==> src/rtl/iir_frame_scheduler.sv <==
// Frame scheduler for a time-multiplexed IIR biquad datapath: walks every channel and cascade
// stage once per sample-strobe rise, driving MAC, coefficient and state write-back control.
module iir_frame_scheduler #(
   parameter int unsigned N_CH    = 2,
   parameter int unsigned N_STG   = 3,
   parameter int unsigned MAC_LAT = 2,
   parameter int unsigned CH_W    = 1,
   parameter int unsigned STG_W   = 2,
   parameter int unsigned CA_W    = 4
) (
   input  logic             clk,
   input  logic             rst,
   input  logic             tick,
   input  logic             en,
   input  logic             ovr_clr,
   output logic             in_ld,
   output logic             mac_en,
   output logic             mac_clr,
   output logic [2:0]       tap_sel,
   output logic [CA_W-1:0]  coef_addr,
   output logic [CH_W-1:0]  ch_sel,
   output logic [STG_W-1:0] stg_sel,
   output logic             st_we,
   output logic             out_vld,
   output logic             busy,
   output logic             overrun
);

   typedef enum logic [2:0] {StIdle, StLoad, StMac, StDrain, StWb} state_t;

   localparam logic [CH_W-1:0]  ChLast   = CH_W'(N_CH - 1);
   localparam logic [STG_W-1:0] StgLast  = STG_W'(N_STG - 1);
   localparam logic [2:0]       DrnLast  = 3'(MAC_LAT - 1);
   localparam logic [2:0]       TapLast  = 3'd4;

   state_t     state;
   logic       tick_d;
   logic [2:0] drn_cnt;
   logic       rise;

   assign rise = tick & ~tick_d;

   // Coefficients are laid out five per stage and shared by all channels.
   function automatic logic [CA_W-1:0] coef_of(input logic [STG_W-1:0] s, input logic [2:0] t);
      return CA_W'(s) * CA_W'(5) + CA_W'(t);
   endfunction

   always_ff @(posedge clk or negedge rst) begin
      if (!rst) begin
         state     <= StIdle;
         tick_d    <= 1'b0;
         drn_cnt   <= 3'd0;
         in_ld     <= 1'b0;
         mac_en    <= 1'b0;
         mac_clr   <= 1'b0;
         tap_sel   <= 3'd0;
         coef_addr <= '0;
         ch_sel    <= '0;
         stg_sel   <= '0;
         st_we     <= 1'b0;
         out_vld   <= 1'b0;
         busy      <= 1'b0;
         overrun   <= 1'b0;
      end else begin
         tick_d  <= tick;
         in_ld   <= 1'b0;
         mac_en  <= 1'b0;
         mac_clr <= 1'b0;
         st_we   <= 1'b0;
         out_vld <= 1'b0;

         // A rise during a frame is dropped, not queued; set beats clear.
         if (rise && busy) begin
            overrun <= 1'b1;
         end else if (ovr_clr) begin
            overrun <= 1'b0;
         end

         unique case (state)
            StIdle: begin
               if (rise && en) begin
                  state     <= StLoad;
                  ch_sel    <= '0;
                  stg_sel   <= '0;
                  tap_sel   <= 3'd0;
                  coef_addr <= '0;
                  in_ld     <= 1'b1;
                  busy      <= 1'b1;
               end
            end
            StLoad: begin
               state     <= StMac;
               tap_sel   <= 3'd0;
               coef_addr <= coef_of(stg_sel, 3'd0);
               mac_en    <= 1'b1;
               mac_clr   <= 1'b1;
            end
            StMac: begin
               if (tap_sel == TapLast) begin
                  state   <= StDrain;
                  drn_cnt <= 3'd0;
               end else begin
                  tap_sel   <= tap_sel + 3'd1;
                  coef_addr <= coef_of(stg_sel, tap_sel + 3'd1);
                  mac_en    <= 1'b1;
               end
            end
            StDrain: begin
               if (drn_cnt == DrnLast) begin
                  state   <= StWb;
                  st_we   <= 1'b1;
                  out_vld <= (stg_sel == StgLast);
               end else begin
                  drn_cnt <= drn_cnt + 3'd1;
               end
            end
            StWb: begin
               tap_sel <= 3'd0;
               if (stg_sel != StgLast) begin
                  state     <= StMac;
                  stg_sel   <= stg_sel + STG_W'(1);
                  coef_addr <= coef_of(stg_sel + STG_W'(1), 3'd0);
                  mac_en    <= 1'b1;
                  mac_clr   <= 1'b1;
               end else if (ch_sel != ChLast) begin
                  state     <= StLoad;
                  ch_sel    <= ch_sel + CH_W'(1);
                  stg_sel   <= '0;
                  coef_addr <= '0;
                  in_ld     <= 1'b1;
               end else begin
                  state     <= StIdle;
                  ch_sel    <= '0;
                  stg_sel   <= '0;
                  coef_addr <= '0;
                  busy      <= 1'b0;
               end
            end
            default: state <= StIdle;
         endcase
      end
   end

endmodule

==> config.mk <==
export PLATFORM = sky130hd
export DESIGN_NAME = iir_frame_scheduler
export DESIGN_NICKNAME = d
export VERILOG_FILES = /design/src/rtl/iir_frame_scheduler.sv
export SDC_FILE = /design/constraint.sdc
export NUM_CORES = 1
export LEC_CHECK = 0
export ABC_CLOCK_PERIOD_IN_PS = 3540
export CORE_AREA = 2 2 51 48
export DETAILED_ROUTE_END_ITERATION = 16
export DIE_AREA = 0 0 53 50
export DONT_BUFFER_PORTS = 1
export GPL_ROUTABILITY_DRIVEN = 1
export PLACE_DENSITY = 0.77
export SLEW_MARGIN = 20
export SYNTH_ARGS = -nofsm -noshare
export SYNTH_HDL_FRONTEND = slang
export SYNTH_SLANG_ARGS = --single-unit
==> constraint.sdc <==
create_clock -name clk -period 3.54 [get_ports clk]
set_clock_uncertainty 0.2 [all_clocks]
set_input_delay 0.531 -clock clk [delete_from_list [all_inputs] [get_ports clk]]
set_output_delay 0.531 -clock clk [all_outputs]
set_load 0.03 [all_outputs]
# Word-level counts from Yosys, hierarchy flattened
# Cells that the tools add are included.
[totals] input_bits=5 register_bits=24 word_cells=95 mem_bits_rw=0 mem_bits_ro=0 latch_bits=0 output_inout_bits=17 mem_count=0
[op_classes] n_bitwise=2 multipliers=2 eq_ne=15 shifts=0 order_cmp=0 n_addsub=5 reduce_logical=16 n_mux=41 div=0
[ops] op="3-bit two-way mux" n=7
[ops] op="1-bit two-way mux" n=18
[ops] op="2-bit inequality test (second input constant)" n=8
[ops] op="4-bit case mux with 4 select lines" n=1
[ops] op="3-bit case mux with 5 select lines" n=1
[ops] op="3-bit AND reduction" n=5
[ops] op="4-bit two-way mux" n=3
[ops] op="3-bit case mux with 3 select lines" n=1
[ops] op="2-bit by 3-bit multiplier with 4-bit output (second input constant)" n=2
[ops] op="1-bit case mux with 2 select lines" n=4
[ops] op="3-bit by 1-bit adder with 3-bit output (second input constant)" n=2
[ops] op="3-bit by 1-bit equality test with 1-bit output (second input constant)" n=2
[ops] op="3-bit by 2-bit equality test with 1-bit output (second input constant)" n=2
[ops] op="3-bit equality test (second input constant)" n=2
[ops] op="2-bit two-way mux" n=3
[ops] op="3-bit case mux with 2 select lines" n=1
[ops] op="2-bit nonzero test" n=3
[ops] op="4-bit by 3-bit adder with 4-bit output" n=1
[ops] op="2-bit case mux with 2 select lines" n=1
[ops] op="4-bit AND reduction" n=1
[ops] op="4-bit nonzero test" n=1
[ops] op="3-bit zero test" n=1
[ops] op="1-bit case mux with 3 select lines" n=1
[ops] op="3-bit nonzero test" n=1
[ops] op="8 further kinds" n=9

# Logic depth before layout (Yosys ltp)
[logic_depth] ltp_word=5 mapped_depth=7 depth_no_buf=7

# Worst setup path before layout
# OpenSTA, ideal clock, no wires.
[synth_timing] path_type="reg2reg" start="reg tap_sel[0]" end="reg coef_addr[2]" path_stages_with_launch=7 synth_period_minus_slack_ns=2.251 n_path_buf=0 t_arrival_ns=1.925 slack_ns=1.289 setup_ns=0.126 required_ns=3.214 path_cell_list="dfrtp_1 > inv_1 > ha_1 > fa_1 > xnor2_1 > o22ai_1 > a221o_1"
[synth_via] elab_chain_len=4 elab_cells_between_ends=7 cone_classes="add/sub: 2; eq/ne: 2; mux: 2; reduce/logical: 1"
[synth_lines] element="start: declaration" line_no="19" text="output logic [2:0] tap_sel,"
[synth_lines] element="start signal: assignment" line_no="103" text="tap_sel <= tap_sel + 3'd1;"
[synth_lines] element="3-bit by 1-bit adder with 3-bit output" line_no="104" text="coef_addr <= coef_of(stg_sel, tap_sel + 3'd1);"
[synth_lines] element="4-bit by 3-bit adder with 4-bit output" line_no="45" text="return CA_W'(s) * CA_W'(5) + CA_W'(t);"
[synth_lines] element="4-bit two-way mux" line_no="99" text="if (tap_sel == TapLast) begin"
[synth_lines] element="4-bit case mux with 4 select lines" line_no="79" text="unique case (state)"
[synth_lines] element="end signal: assignment" line_no="94" text="coef_addr <= coef_of(stg_sel, 3'd0);"
[synth_lines] element="end signal: assignment" line_no="104"
[synth_lines] element="end signal: assignment" line_no="122" text="coef_addr <= coef_of(stg_sel + STG_W'(1), 3'd0);"
[synth_lines] element="end: declaration" line_no="20" text="output logic [CA_W-1:0] coef_addr,"
# Parallel ways exist; a longest one is shown, timed or not. The select of a mux whose other input is x is not followed.
# A chain may end at the register's enable or synchronous reset.

# Worst setup path after layout
# Same ends and word-level chain as after synthesis.

==> metrics.sh <==
SYNTH_TOP_FLOP_CELL='dfrtp_1'
FIRST_PASS_ITERS=4
DPL.HPWL_MM=1.66
HOLD_PATH.CLASS='in -> async'
FIN_SETUP_TNS_NS=0
FINAL_CELL_AREA_UM2=1370
DP_WORST_SETUP_SLACK_NS=1.17
CORE_AREA_UM2=2100
IO_PINS=22
SYNTH.FF_LATCH_COUNT=24
POST_SYNTH_EDFFS=0
GPL_CONGESTION=0.829
KIND_OF_CRITICAL_PATH='reg -> reg'
CTS-BUFFERS-INSERTED=3
DRT.ANTENNA.VIOLATING_NETS=0
FIRST_GLOBAL_VIAS=948
RSZ0062_AT_GRT='no'
GRT_FIRST_PASS_WIRELENGTH_MM=4.24
DETAIL_ROUTE.DRC_VIOLATIONS=0
STATUS='finished, violations left'
KIND_OF_END_POINT_OF_THE_CRITICAL_PATH='register'
POST_DP_CELL_AREA_UM2=1300
POSTSYNTHCELLCOUNT=126
LAYOUT.NETS=142
SYNTHTOLAYOUTAREAGROWTH_PCT=6.51
CRITPATHLAUNCH='tap_sel[0]'
DIE_WIDTH_UM=53
NUMBER_OF_BUFFERS_INSERTED_FOR_HOLD_REPAIR_AFTER_CLOCK_TREE_SYNTHESIS=1
WORSTPATHMAXFANOUT=5
FINALPOWER_mW=0.480
CTS_ROOT_BUF='clkbuf_4'
POST_CTS_RESIZE_COUNT=0
WORST_PIN_SLEW_NS=0.624
CTS_TREE='done'
LAYOUT_COMMON_CELLS='24 x dfrtp_1, 10 x nand2_1, 9 x nor2_1'
FLOORPLAN.INITIALDENSITY_PCT=61.3
ANTENNA_FOUND_INITIAL=0
FINALMAXSLEWVIOLATIONS=0
POST_CTS.REPAIR.SETUP_BUFFERS=0
FINAL.PERIOD_UTILIZATION_PCT=67.4
INSERTEDDIODECOUNT=0
LAYOUT.CELLS.MOST_COMMON='dfrtp_1'
CLOCKBUFFERDEPTH=2
FINISH_STAGE_SETUP_VIOLS=0
MAXIMUM_NUMBER_OF_PINS_ON_ONE_NET_BEFORE_GLOBAL_ROUTE_REPAIR=25
DRT-VIAS-PER-INSTANCE=5.95
N_FILL_CELL=174
FLOORPLAN.DIE_AREA_UM2=2650
CRITICAL_PATH.REG2REG.STARTPOINT='tap_sel[0]'
CLKSINKCOUNT=24
CTS-HTREE-LEVELS=1
CP_DATA_REQUIRED_TIME_NS=3.56
TOTALWIRELENGTH_MM=2.35
YOSYS.CELL_TYPES.COUNT=41
TIMING.HOLD.WS_NS=-0.0250
FAILED_CHECKS='hold timing'
ACHIEVABLE-FREQUENCY_MHz=419
R2R_SETUP_SLACK_NS=1.16
WORSTREG2REGEND='coef_addr[2]'
CHIPHEIGHT_UM=50
AVGROUTEDWIREPERCELL_UM=15.2
SYNTH_NETS=139
ROW_COUNT=16
WORST_REL_SLEW_SLACK_PCT=58.4
YOSYS_WARNINGS=0
CELLPOWERDENSITY_nW_PER_UM2=350
LAYOUT-DRIVE-GT1-SHARE_PCT=6.25
CLK_LATENCY_NS=0.31
POSTSYNTHAREAPERCELL_UM2=10.2
GRT_USAGE_PCT=21.2
NUMBER_OF_DRC_MARKERS_AFTER_THE_INITIAL_DETAILED_ROUTE_ITERATION=13
TIMING.FINAL.HOLD_VIOLATIONS=24
MAPPEDNETLISTAREA_UM2=1290
POST-ROUTE-WORST-SETUP-SLACK_NS=1.16
DETAILROUTE.VIA_COUNT=922
GLOBALROUTEOVERFLOWTOTAL=0
FIN_CRIT_NS=2.38
CAP_VIOLATIONS=0
SETUP.WORST_PATH.END='coef_addr[2]'
SEQ_AREA_FRAC_SYNTH_PCT=46.6
YS_ASYNC_SR_FRACTION_PCT=100
WORST_IR_DROP_VDD_uV=275
CRITICAL_PATH_ARRIVAL_NS=2.40
START_KIND='register'
PATH_CLK_SLEW_NS=0.14
PORT-BUFFER-COUNT=0
FINAL_CORE_UTIL_PCT=65.2
RR_WORST_DEPTH=6
LEAKAGEPOWER_nW=0.642
==> stage by stage <==
stage | hold WS [ns] | instances
final | -0.0250 | 155
after global routing | 0.00371 | 155
after CTS | 0.0154 | 154
after detailed placement | 0.0359 | 149
after global placement | 0.0360 | 149
after floorplan | 0.0354 | 126
==> flip-flops by register name (all words and copies together), names as in the netlist <==
name       count
coef_addr      4
drn_cnt        3
state          3
tap_sel        3
stg_sel        2
busy           1
ch_sel         1
in_ld          1
mac_clr        1
mac_en         1
out_vld        1
overrun        1
st_we          1
tick_d         1
==> cells in the mapped netlist, drive strengths merged, types with 3 or more instances <==
cell / number / area share [%]
a21o: 3 / 1.7
a21oi: 8 / 3.1
a22o: 4 / 2.7
buf: 3 / 1.1
dfrtp: 24 / 47
ha: 7 / 6.8
inv: 6 / 1.7
nand2: 10 / 2.9
nand2b: 4 / 1.9
nand3b: 4 / 2.3
nor2: 9 / 2.6
nor2b: 3 / 1.5
nor3: 3 / 1.2
nor3b: 3 / 1.7
xor2: 3 / 2.0
==> power breakdown <==
group	leakage (nW)	switching (mW)	internal, mW
combinational	0.317	0.00564	0.00181
clock	0.0279	0.0836	0.114
sequential	0.297	0.000226	0.275
total	0.642	0.0894	0.391
==> worst min path at each step <==
stage | start | endpoint | slack, ns
2_1_floorplan | rst | busy | 0.04
3_3_place_gp | rst | coef_addr[1] | 0.04
3_5_place_dp | rst | coef_addr[1] | 0.04
4_1_cts | tick | tick_d | 0.02
5_1_grt | rst | mac_clr | 0.004
6_report | rst | st_we | -0.02
==> routing by layer <==
metal  global-route usage [%]  wire [um]  vias to the layer above
met4                     5.13          0                        0
met5                        0          0                        -
met1                     30.5       1170                      444
met2                     32.5       1070                       20
met3                     4.55        109                        0
li1                         -          -                      458
==> kinds of logic (layout without fill, tap and decap cells) <==
| group | Yosys count | after routing | synth area share [%] |
|---|---|---|---|
| buffers and inverters | 10 | 12 | 3.11 |
| DFF | 24 | 24 | 46.6 |
| xor gates and xnor gates | 4 | 4 | 2.72 |
| adders and majority gates | 8 | 8 | 8.36 |
| and+or+nand+nor | 48 | 48 | 20.6 |
| muxes | 3 | 3 | 2.43 |
| AOI/OAI and AO/OA | 29 | 29 | 16.1 |
==> worst max-delay path, cell delays in order (launching register included) <==
cell     delay [ns]
dfrtp_1        0.60
inv_1          0.13
ha_1           0.37
fa_1           0.42
xnor2_1        0.17
o22ai_1        0.10
a221o_1        0.30
==> layout make-up <==
type	instances	area, um^2	area share [%]
Multi-Input combinational cell	92	647	47.2
Tap cell	27	33.8	2.46
Inverter	6	22.5	1.64
Sequential cell	24	601	43.8
Clock inverter	1	30.0	2.19
Clock buffer	3	22.5	1.64
Timing Repair Buffer	2	15.0	1.09
No activity file was read; power rests on OpenSTA's default activity.
